--- config.mk ---
export PLATFORM = sky130hd
export DESIGN_NAME = int_to_floating_point_flat
export DESIGN_NICKNAME = d
export VERILOG_FILES = /design/src/rtl/fp_pkg.sv /design/src/rtl/int_to_floating_point_if.sv /design/src/rtl/lzc64.sv /design/src/rtl/int_to_floating_point.sv /design/src/flat_wrapper.sv
export SDC_FILE = /design/constraint.sdc
export NUM_CORES = 1
export LEC_CHECK = 0
export BUFFER_PORTS_ARGS = -buffer_cell sky130_fd_sc_hd__buf_2
export CORE_ASPECT_RATIO = 0.9
export CORE_MARGIN = 2
export CORE_UTILIZATION = 50
export DETAILED_ROUTE_END_ITERATION = 16
export PLACE_DENSITY = 0.68
export SKIP_CTS_REPAIR_TIMING = 1
export SLEW_MARGIN = 20
export SYNTH_ARGS = -nofsm -noshare
export SYNTH_HDL_FRONTEND = slang
export SYNTH_SLANG_ARGS = --single-unit
--- constraint.sdc ---
create_clock -name clk -period 11.1 [get_ports clk]
set_input_delay 3.33 -clock clk [delete_from_list [all_inputs] [get_ports clk]]
set_output_delay 3.33 -clock clk [all_outputs]
set_load 0.01 [all_outputs]
--- src/rtl/fp_pkg.sv ---
// Shared FPU conversion definitions: integer conv encodings and single-precision field widths.
// Used by both int_to_floating_point and floating_point_to_int.
package fp_pkg;

    typedef enum logic [1:0] {
        CONV_S32 = 2'b00,
        CONV_U32 = 2'b01,
        CONV_S64 = 2'b10,
        CONV_U64 = 2'b11
    } conv_e;

    localparam int FP32_BIAS  = 127;
    localparam int FP32_EXP_W = 8;
    localparam int FP32_MAN_W = 23;
    localparam int INT_W      = 64;

    // Cycles from the sampling edge to the edge that presents the result.
    localparam int ITOF_LATENCY = 3;

endpackage

--- src/rtl/int_to_floating_point_if.sv ---
// Operand/result bundle for the integer-to-float converter; master drives operands,
// slave (the converter) returns results.
interface int_to_floating_point_if;
    import fp_pkg::*;

    logic                        in_valid;
    conv_e                       conv;
    logic [INT_W-1:0]            int_in;
    logic                        out_valid;
    logic [31:0]                 float_out;
    logic                        inexact_flag;

    modport master (
        output in_valid, conv, int_in,
        input  out_valid, float_out, inexact_flag
    );

    modport slave (
        input  in_valid, conv, int_in,
        output out_valid, float_out, inexact_flag
    );

endinterface

--- src/rtl/lzc64.sv ---
// Combinational 64-bit leading-zero counter; returns 64 when the input is all zeros.
module lzc64 (
    input  logic [63:0] i_data,
    output logic [6:0]  o_count
);

    // Scanning upward lets the highest set bit overwrite every lower one.
    always_comb begin
        o_count = 7'd64;
        for (int i = 0; i < 64; i++) begin
            if (i_data[i]) begin
                o_count = 7'(63 - i);
            end
        end
    end

endmodule

--- src/rtl/int_to_floating_point.sv ---
// 32/64-bit signed/unsigned integer to IEEE-754 single conversion, round-to-nearest-even.
// Operands are registered on entry, then abs, normalize and round/pack stages follow.
module int_to_floating_point
    import fp_pkg::*;
(
    input  logic                     clk,
    input  logic                     reset,
    int_to_floating_point_if.slave   bus
);

    logic                   r_s0Valid;
    conv_e                  r_s0Conv;
    logic [INT_W-1:0]       r_s0Int;

    logic                   r_s1Valid;
    logic                   r_s1Sign;
    logic [INT_W-1:0]       r_s1Mag;

    logic                   r_s2Valid;
    logic                   r_s2Sign;
    logic [INT_W-1:0]       r_s2Norm;
    logic [FP32_EXP_W-1:0]  r_s2Exp;

    logic                   r_outValid;
    logic [31:0]            r_float;
    logic                   r_inexact;

    logic [INT_W-1:0]       w_operand;
    logic                   w_sign;
    logic [INT_W-1:0]       w_mag;
    logic [6:0]             w_lz;
    logic [INT_W-1:0]       w_norm;
    logic [FP32_EXP_W-1:0]  w_exp;

    logic                   w_zero;
    logic [FP32_MAN_W-1:0]  w_mant;
    logic                   w_guard;
    logic                   w_sticky;
    logic                   w_roundUp;
    logic [FP32_MAN_W:0]    w_mantInc;
    logic [FP32_EXP_W-1:0]  w_expRnd;
    logic [31:0]            w_float;
    logic                   w_inexact;

    always_comb begin
        w_operand = r_s0Int;
        w_sign    = 1'b0;
        unique case (r_s0Conv)
            CONV_S32: begin
                w_operand = {{32{r_s0Int[31]}}, r_s0Int[31:0]};
                w_sign    = r_s0Int[31];
            end
            CONV_U32: w_operand = {32'b0, r_s0Int[31:0]};
            CONV_S64: w_sign    = r_s0Int[63];
            CONV_U64: w_sign    = 1'b0;
            default:  w_sign    = 1'b0;
        endcase
        // Two's-complement negate of -2^63 leaves 2^63, which is the right magnitude.
        w_mag = w_sign ? (~w_operand + 64'd1) : w_operand;
    end

    lzc64 u_lzc (
        .i_data  (r_s1Mag),
        .o_count (w_lz)
    );

    always_comb begin
        w_norm = r_s1Mag << w_lz;
        w_exp  = 8'(FP32_BIAS + 63) - {1'b0, w_lz};
    end

    always_comb begin
        w_zero    = ~r_s2Norm[63];
        w_mant    = r_s2Norm[62:40];
        w_guard   = r_s2Norm[39];
        w_sticky  = |r_s2Norm[38:0];
        w_roundUp = w_guard & (w_sticky | w_mant[0]);
        w_mantInc = {1'b0, w_mant} + {{FP32_MAN_W{1'b0}}, w_roundUp};
        // A carry out of the mantissa means it wrapped to zero: bump the exponent.
        w_expRnd  = r_s2Exp + {{(FP32_EXP_W-1){1'b0}}, w_mantInc[FP32_MAN_W]};
        w_float   = {r_s2Sign, w_expRnd, w_mantInc[FP32_MAN_W-1:0]};
        w_inexact = w_guard | w_sticky;
        if (w_zero) begin
            w_float   = 32'h0000_0000;
            w_inexact = 1'b0;
        end
    end

    always_ff @(posedge clk or posedge reset) begin
        if (reset) begin
            r_s0Valid <= 1'b0;
            r_s0Conv  <= CONV_S32;
            r_s0Int   <= '0;
            r_s1Valid <= 1'b0;
            r_s1Sign  <= 1'b0;
            r_s1Mag   <= '0;
            r_s2Valid <= 1'b0;
            r_s2Sign  <= 1'b0;
            r_s2Norm  <= '0;
            r_s2Exp   <= '0;
        end else begin
            r_s0Valid <= bus.in_valid;
            r_s0Conv  <= bus.conv;
            r_s0Int   <= bus.int_in;
            r_s1Valid <= r_s0Valid;
            r_s1Sign  <= w_sign;
            r_s1Mag   <= w_mag;
            r_s2Valid <= r_s1Valid;
            r_s2Sign  <= r_s1Sign;
            r_s2Norm  <= w_norm;
            r_s2Exp   <= w_exp;
        end
    end

    // Result registers hold their last value across bubbles.
    always_ff @(posedge clk or posedge reset) begin
        if (reset) begin
            r_outValid <= 1'b0;
            r_float    <= 32'h0000_0000;
            r_inexact  <= 1'b0;
        end else begin
            r_outValid <= r_s2Valid;
            if (r_s2Valid) begin
                r_float   <= w_float;
                r_inexact <= w_inexact;
            end
        end
    end

    assign bus.out_valid    = r_outValid;
    assign bus.float_out    = r_float;
    assign bus.inexact_flag = r_inexact;

endmodule

--- src/flat_wrapper.sv ---
// flat-port wrapper written by rule: the top's interface ports become plain ports
module int_to_floating_point_flat import fp_pkg::*;
  (clk, reset, bus_in_valid, bus_conv, bus_int_in, bus_out_valid, bus_float_out, bus_inexact_flag);
  int_to_floating_point_if bus_i ();
  input  logic clk;
  input  logic reset;
  input wire logic [$bits(bus_i.in_valid)-1:0] bus_in_valid;
  input wire logic [$bits(bus_i.conv)-1:0] bus_conv;
  input wire logic [$bits(bus_i.int_in)-1:0] bus_int_in;
  output wire logic [$bits(bus_i.out_valid)-1:0] bus_out_valid;
  output wire logic [$bits(bus_i.float_out)-1:0] bus_float_out;
  output wire logic [$bits(bus_i.inexact_flag)-1:0] bus_inexact_flag;
  assign bus_i.in_valid = bus_in_valid;
  assign bus_i.conv = bus_conv;
  assign bus_i.int_in = bus_int_in;
  assign bus_out_valid = bus_i.out_valid;
  assign bus_float_out = bus_i.float_out;
  assign bus_inexact_flag = bus_i.inexact_flag;
  int_to_floating_point u_core (.clk(clk), .reset(reset), .bus(bus_i));
endmodule
==> metrics.md, run 1 <==
| Metric | Value |
|---|---|
| Share of the synthesized area in the top cell type | 0.433 |
| Total gr overflow | 0 |
| Sequential share of power | 0.380 |
| DIE AREA | 29200 um2 |
| Hold_sp | u_core.r_s0Valid |
| Via density | 6.16 |
| Netlist cell types | 79 |
| Number of global-route vias before repair | 11097 |
| Async S/R FF share, synth | 1.00 |
| CP Data Arrival Time | ~5.4 ns |
| Inst Count DP | 1838 |
| GR Util All Layers | 0.273 |
| R2R Setup Slk | 6.08 ns |
| VDD IR max | 0.116 mV |
| Hold Path End | u_core.r_s1Valid |
| WP data required | 11.49 ns |
| Netlist area before placement | 13900 um2 |
| Synth Net Count | 1520 |
| Die height | 162 um |
| Final min period | 5.02 ns |
| Final wirelength | approximately 40000 um |
| Vias after detailed routing | 11601 |
| Most common cell in the netlist | dfrtp_1 |
| Final Skew | 0.0123 ns |
| Worst hold path class | reg -> reg |
| Slew @ Worst Pin | 1.16 ns |
| Largest net degree at the start of global routing | between 100 and 150 |
| Top cells by area, synth | dfrtp_1 (43%), mux2i_1 (5.8%), nor2_1 (3.3%) |
| Placed Area | 14700 um2 |
| Synth warnings | 0 |
| Hold Path Depth | 0 |
| Total clock sinks | 241 |
| Root buf cell | clkbuf_16 |
| Nets@finish | 1586 |
| First-pass GRT wire length | approximately 63000 um |
| CP Class | reg -> reg |
| Max Buffers Root-to-Sink | 3 |
| Fin Setup TNS | 0 ns |
| Seq/Total Area, Yosys | 0.433 |
| Net switching power | 1.10 mW |
| Achievable clock frequency | 199 MHz |
| Top_reg_cell synth | dfrtp_1 |
| Avg Inst Size Synth | 9.63 um2 |
| Number of remaining DRC errors | 0 |
| Ant diodes | 0 |
| Chip width | 180 um |
| Area leader, netlist | dfrtp_1 |
| WL per Instance | 21.3 um |
| Sw Share | 0.353 |
| Crit start category | flop |
| Status | finished, final reports clean |
| Initial Utilization | 0.512 |
| Worst-path clk slew | 0.06 ns |
| Critical Path End Type | flop |
| TritonCTS Buffers | 25 |
| Seq cells post-synth | between 200 and 250 |
| Worst relative slew slack | 0.218 |
| Int Power | 2.02 mW |
| Initial antenna violation count | 0 |
| H-tree level count | 1 |
| Pwr Density | between 200 and 250 nW/um2 |
| Post-synth EDFFs | 0 |
| Final setup violation count | 0 |
| Area delta synth->final | 12.2% |
| Minimum hold slack | 0.346 ns |
| Finished Cell Area | 15600 um2 |
| Leak pwr | about 6.7 nW |
| DRT antenna net count | 0 |
| Final GP Congestion | ~1 |
| DRT iter0 DRCs | between 1000 and 1500 |
| Worst-Skew Late Latency | 0.52 ns |
| R2r startpoint | u_core.r_s1Mag[60] |
| Core Box Area | 27200 um2 |
| Layout cells sized above 1 | 0.160 |
| I/O Pins | 103 |
| I/O Buffers | a little over 100 |
| Period utilisation layout | 0.452 |
| Power share of the clock group | 0.283 |
| Worst Path Max Fanout | 25 |
| Rows | between 50 and 60 |
| CTS tree | done |
| Worst R2R End | u_core.r_s2Norm[47] |
| RSZ-0062 raised after global routing | no |
| Final Total Pwr | 3.13 mW |
| Final Slew Violations | 0 |
| Final Hold Viols | 0 |
| Post-Layout Cell Count | 1882 |
| Logic pwr share | 0.337 |
| Most frequent cells after synthesis | dfrtp_1 (241), nor2_1 (123), nand2_1 (97), a21oi_1 (89), mux2i_1 (80) |
| Worst r2r path cells | 11 |
| Pre-antenna DRT Iters | 5 |
| DP HPWL | 30000 um |
| Max_cap viols | 0 |
| Cells after Synth | 1445 |
-- state kept, by name, summed over array words and instances, names as in the netlist --
name	cells
u_core.r_s0Conv	2
u_core.r_s0Valid	1
u_core.r_s2Norm	64
u_core.r_s1Valid	1
u_core.r_s2Exp	8
u_core.bus.float_out	32
u_core.r_s1Sign	1
u_core.bus.inexact_flag	1
u_core.r_s2Sign	1
u_core.bus.out_valid	1
u_core.r_s1Mag	64
u_core.r_s2Valid	1
u_core.r_s0Int	64
-- per-stage QoR --
step	worst slack (ns)	util
after floorplan	1.15	-
after global placement	5.55	0.542
after detailed placement	5.50	0.542
after CTS	6.05	0.574
after global routing	5.78	0.574
final	6.08	0.574
-- worst max path at each step --
stage | start | endpoint | cells past startpoint
final | u_core.r_s1Mag[60] | u_core.r_s2Norm[47] | 11
after global routing | reset | u_core.r_s0Int[36] | 4
after CTS | reset | u_core.r_s0Int[36] | 4
after detailed placement | reset | u_core.r_s0Int[52] | 4
after global placement | reset | u_core.r_s0Int[63] | 4
after floorplan | reset | u_core.bus.float_out[0] | 1
-- final cells by class --
| class | count | area [um2] |
|---|---|---|
| well taps | 354 | 443 |
| clock buffers | 37 | 751 |
| repair buffers | 122 | 661 |
| flip-flops and latches | 241 | 6030 |
| clock inverters | 7 | 135 |
| fillers | 2411 | 11600 |
| multi-input cells | 1063 | 7350 |
| inverters | 58 | 230 |
-- power by group through the flow --
| stage | clock network (mW) | logic (mW) | registers (mW) |
|---|---|---|---|
| final | 0.885 | 1.05 | 1.19 |
| after global routing | 0.940 | 1.13 | 1.21 |
| after CTS | 0.901 | 1.03 | 1.19 |
| after detailed placement | 0 | 1.03 | 1.20 |
| after global placement | 0 | 1.02 | 1.20 |
| after floorplan | 0 | 0.700 | 1.18 |
-- routing by layer --
layer  global-route usage  vias to the layer above  wire, um
met3               0.0363                      105      2520
li1                     -                     5495         -
met5                    0                        -         0
met4                0.113                        0      1880
met2                0.412                      482     17400
met1                0.400                     5519     18300
-- critical path, stage by stage (launching register included) --
cell and delay [ns]:
dfrtp_1 0.44, or2_2 0.34, nor3_1 0.89, nand2_1 0.30, nor2_2 0.17, buf_4 0.31, nand2_1 0.29, nor2_1 0.88
nor2_1 0.41, a221oi_1 0.38, a31oi_1 0.08, a211oi_1 0.39
-- cell families (layout without fill, tap and decap cells) --
family / count (synthesis) / in the layout / synth area share
AO/OA/AOI/OAI: 405 / 405 / 0.197
multiplexers: 139 / 139 / 0.122
XOR/XNOR: 85 / 85 / 0.0535
buffers and inverters: 141 / 224 / 0.0401
adder cells (fa/ha/maj): 6 / 6 / 0.00540
flip-flops: 241 / 241 / 0.433
AND/OR/NAND/NOR: 428 / 428 / 0.148
-- cells in the final DEF, fill, tap and decap left out, types with 20 or more instances in the layout --
master and n:
clkbuf_16 25, mux2_2 35, xnor2_1 41, inv_1 55, nor3_1 32, nand3_1 50, nor2_1 122, buf_2 102
mux4_2 20, o22ai_1 45, nand2_1 97, xor2_1 44, dfrtp_1 241, a21oi_1 89, nor4_1 31, o21ai_0 76
buf_4 20, mux2i_1 80
Note: power is estimated with default switching activity, not from simulation.
==> inputs of run 2 (changes only) <==
--- a/config.mk
+++ b/config.mk
@@ -5,12 +5,13 @@
 export SDC_FILE = /design/constraint.sdc
 export NUM_CORES = 1
 export LEC_CHECK = 0
+export ABC_AREA = 1
 export BUFFER_PORTS_ARGS = -buffer_cell sky130_fd_sc_hd__buf_2
 export CORE_ASPECT_RATIO = 0.9
 export CORE_MARGIN = 2
 export CORE_UTILIZATION = 50
 export DETAILED_ROUTE_END_ITERATION = 16
-export PLACE_DENSITY = 0.68
+export PLACE_DENSITY = 0.71
 export SKIP_CTS_REPAIR_TIMING = 1
 export SLEW_MARGIN = 20
 export SYNTH_ARGS = -nofsm -noshare
==> constraint.sdc (replaced) <==
create_clock -name clk -period 4.5 [get_ports clk]
set_input_delay 1.35 -clock clk [delete_from_list [all_inputs] [get_ports clk]]
set_output_delay 1.35 -clock clk [all_outputs]
set_load 0.01 [all_outputs]
==> metrics.md, run 2 <==
| Metric | Value |
|---|---|
| Cells after Synth | 1923 |
| Worst hold path class | reg -> reg |
| Initial antenna violation count | 0 |
| Netlist area before placement | 13800 um2 |
| Final GP Congestion | 0.936 |
| TritonCTS Buffers | 26 |
| Pre-antenna DRT Iters | 5 |
| Top cells by area, synth | dfrtp_1 (44%), nand3_1 (16%), nand2_1 (14%) |
| I/O Buffers | 102 |
| Initial Utilization | 0.510 |
| DR WL met3 | between 2000 and 3000 um |
| Avg Inst Size Synth | 7.19 um2 |
| Pwr Density | approximately 480 nW/um2 |
| Failing checks | setup timing |
| Leak pwr | 8.49 nW |
| DIE AREA | 29000 um2 |
| Synth warnings | 0 |
| Rows | between 50 and 60 |
| DRT antenna net count | 0 |
| GR Util All Layers | 0.274 |
| Max_cap viols | 0 |
| Met2 WL | roughly 17000 um |
| Core Box Area | 27100 um2 |
| WP data required | 4.92 ns |
| Ant diodes | 0 |
| Critical Path End Type | flop |
| Worst relative slew slack | 0.257 |
| Commonest non-fill, non-tap cells in the layout | nand2_1 (487), nand3_1 (331), dfrtp_1 (241) |
| H-tree level count | 1 |
| Setup ws final | -0.399 ns |
| Area delta synth->final | 22.4% |
| Synth Net Count | 1998 |
| Hold Path Depth | 0 |
| Final Slew Violations | 0 |
| Area leader, netlist | dfrtp_1 |
| Async S/R FF share, synth | 1.00 |
| Period utilisation layout | 1.09 |
| Final setup violation count | 67 |
| WL per Instance | 16.6 um |
| DRT iter0 DRCs | ~1200 |
| Most frequent cells after synthesis | nand2_1 (518), nand3_1 (435), dfrtp_1 (241), inv_1 (174), nor2_1 (160) |
| Final cell utilization of the core | 0.625 |
| Worst r2r path cells | 71 |
| Seq/Total Area, Yosys | 0.436 |
| Layout cells sized above 1 | 0.199 |
| Status | finished with violations |
| Total clock sinks | roughly 240 |
| Final Hold Viols | 0 |
| Chip width | 179 um |
| Most common cell in the netlist | nand2_1 |
| Slowest-stage cell, CP | dfrtp_1 |
| CP Class | reg -> reg |
| Vias after detailed routing | 13387 |
| Top_reg_cell synth | dfrtp_1 |
| Seq cells post-synth | 241 |
| Worst Path Max Fanout | 6 |
| Nets@finish | 2137 |
| Netlist cell types | 41 |
| VDD IR max | 0.364 mV |
| Final min period | 4.90 ns |
| RSZ-0062 raised after global routing | yes |
| Number of global-route vias before repair | 12084 |
| Most common cell after layout, fill and taps aside | nand2_1 |
| Max Buffers Root-to-Sink | 3 |
| Achievable clock frequency | 204 MHz |
| Worst-path clk slew | 0.06 ns |
| First-pass GRT wire length | 63200 um |
| CP Data Arrival Time | approximately 5.3 ns |
| Final Total Pwr | 8.08 mW |
| Crit-path most repeated cell | nand2_1 |
| Met1 Routed Length | 18700 um |
| Largest net degree at the start of global routing | between 100 and 150 |
| I/O Pins | 103 |
| Share of the synthesized area in the top cell type | 0.436 |
| CTS tree | done |
| Final wirelength | 40400 um |
| Slowest cell delay on critical path | 0.39 ns |
| Number of remaining DRC errors | 0 |
| Via density | around 5.5 |
| Max layer used | met4 |
| Total gr overflow | 0 |
| DP HPWL | 29400 um |
| Root buf cell | clkbuf_16 |
| Biggest regs | u_core.r_s0Int (64), u_core.r_s1Mag (64), u_core.r_s2Norm (64) |
| Crit start category | flop |
| Post-synth EDFFs | 0 |
| Worst-Skew Late Latency | 0.55 ns |
| Slew @ Worst Pin | 1.10 ns |
| Die height | 162 um |
| Final Skew | around 0.022 ns |
[run 2: changes by cell type in the layout (fill, tap and decap cells not counted), moves of 64 or more]
cell,change
nand2_1,+390
inv_1,+117
nand3_2,+105
nand3_1,+281
mux2i_1,-80
buf_4,+64
[run 2: per-layer routing]
layer | up-vias | track usage
met3 | 78 | 0.0421
li1 | 6612 | -
met5 | - | 0
met4 | 0 | 0.0744
met2 | 536 | 0.401
met1 | 6161 | 0.420
[run 2: worst max-delay path: cells and delay by family (launching register included)]
| kind | cells | cell delay, ns |
|---|---|---|
| buffers and inverters | 3 | 0.32 |
| AND/OR/NAND/NOR | 68 | 4.04 |
| flip-flops | 1 | 0.39 |
[run 2: path summary, 6_finish.rpt]
| kind | start | to | slack (ns) |
|---|---|---|---|
| max in group asynchronous | reset | u_core.r_s2Norm[16] | 2.92 |
| setup / recovery | u_core.r_s1Mag[2] | u_core.r_s2Norm[58] | -0.40 |
| hold / removal | u_core.r_s1Sign | u_core.r_s2Sign | 0.35 |
| hold reg to reg | u_core.r_s1Sign | u_core.r_s2Sign | 0.35 |
| min in group asynchronous | reset | u_core.bus.float_out[26] | 1.01 |
| setup reg to reg | u_core.r_s1Mag[2] | u_core.r_s2Norm[58] | -0.40 |
[run 2: final cells by class]
cell class              count  area (um2)
fillers                  2442       10200
multi-input cells        1414        7480
repair buffers            199        1410
inverters                 180         679
flip-flops and latches    241        6030
clock buffers              35         734
clock inverters            11         153
well taps                 354         443
[run 2: kinds of logic (layout without fill, tap and decap cells)]
kind of cell               count (synthesis)  count (layout)  share of synthesized area
AOI/OAI and AO/OA                        145             145                     0.0605
xor gates and xnor gates                  63              63                     0.0399
adders and majority gates                  6               6                    0.00543
buffers and inverters                    270             425                     0.0780
DFF                                      241             241                      0.436
and+or+nand+nor                         1198            1200                      0.380
[run 2: metrics by stage]
step | setup slack (ns) | TNS [ns] | hold slack (ns) | cell area [um2] | cells
final | -0.399 | -17.18 | 0.349 | 16900 | 2434
after global routing | -1.06 | -73.14 | 0.353 | 16900 | 2434
after CTS | -0.457 | -19.07 | 0.349 | 16000 | 2423
after detailed placement | -0.401 | -15.14 | 0.336 | 15100 | 2377
after global placement | -0.489 | -14.84 | 0.333 | 15100 | 2377
after floorplan | -0.0118 | -2.85 | 0.331 | 13800 | 1923
[run 2: where the power goes]
group | internal [mW] | switching (mW) | total (mW)
registers | 2.62 | 0.289 | 2.91
clock network | 1.32 | 0.850 | 2.17
logic | 1.07 | 1.93 | 3.00
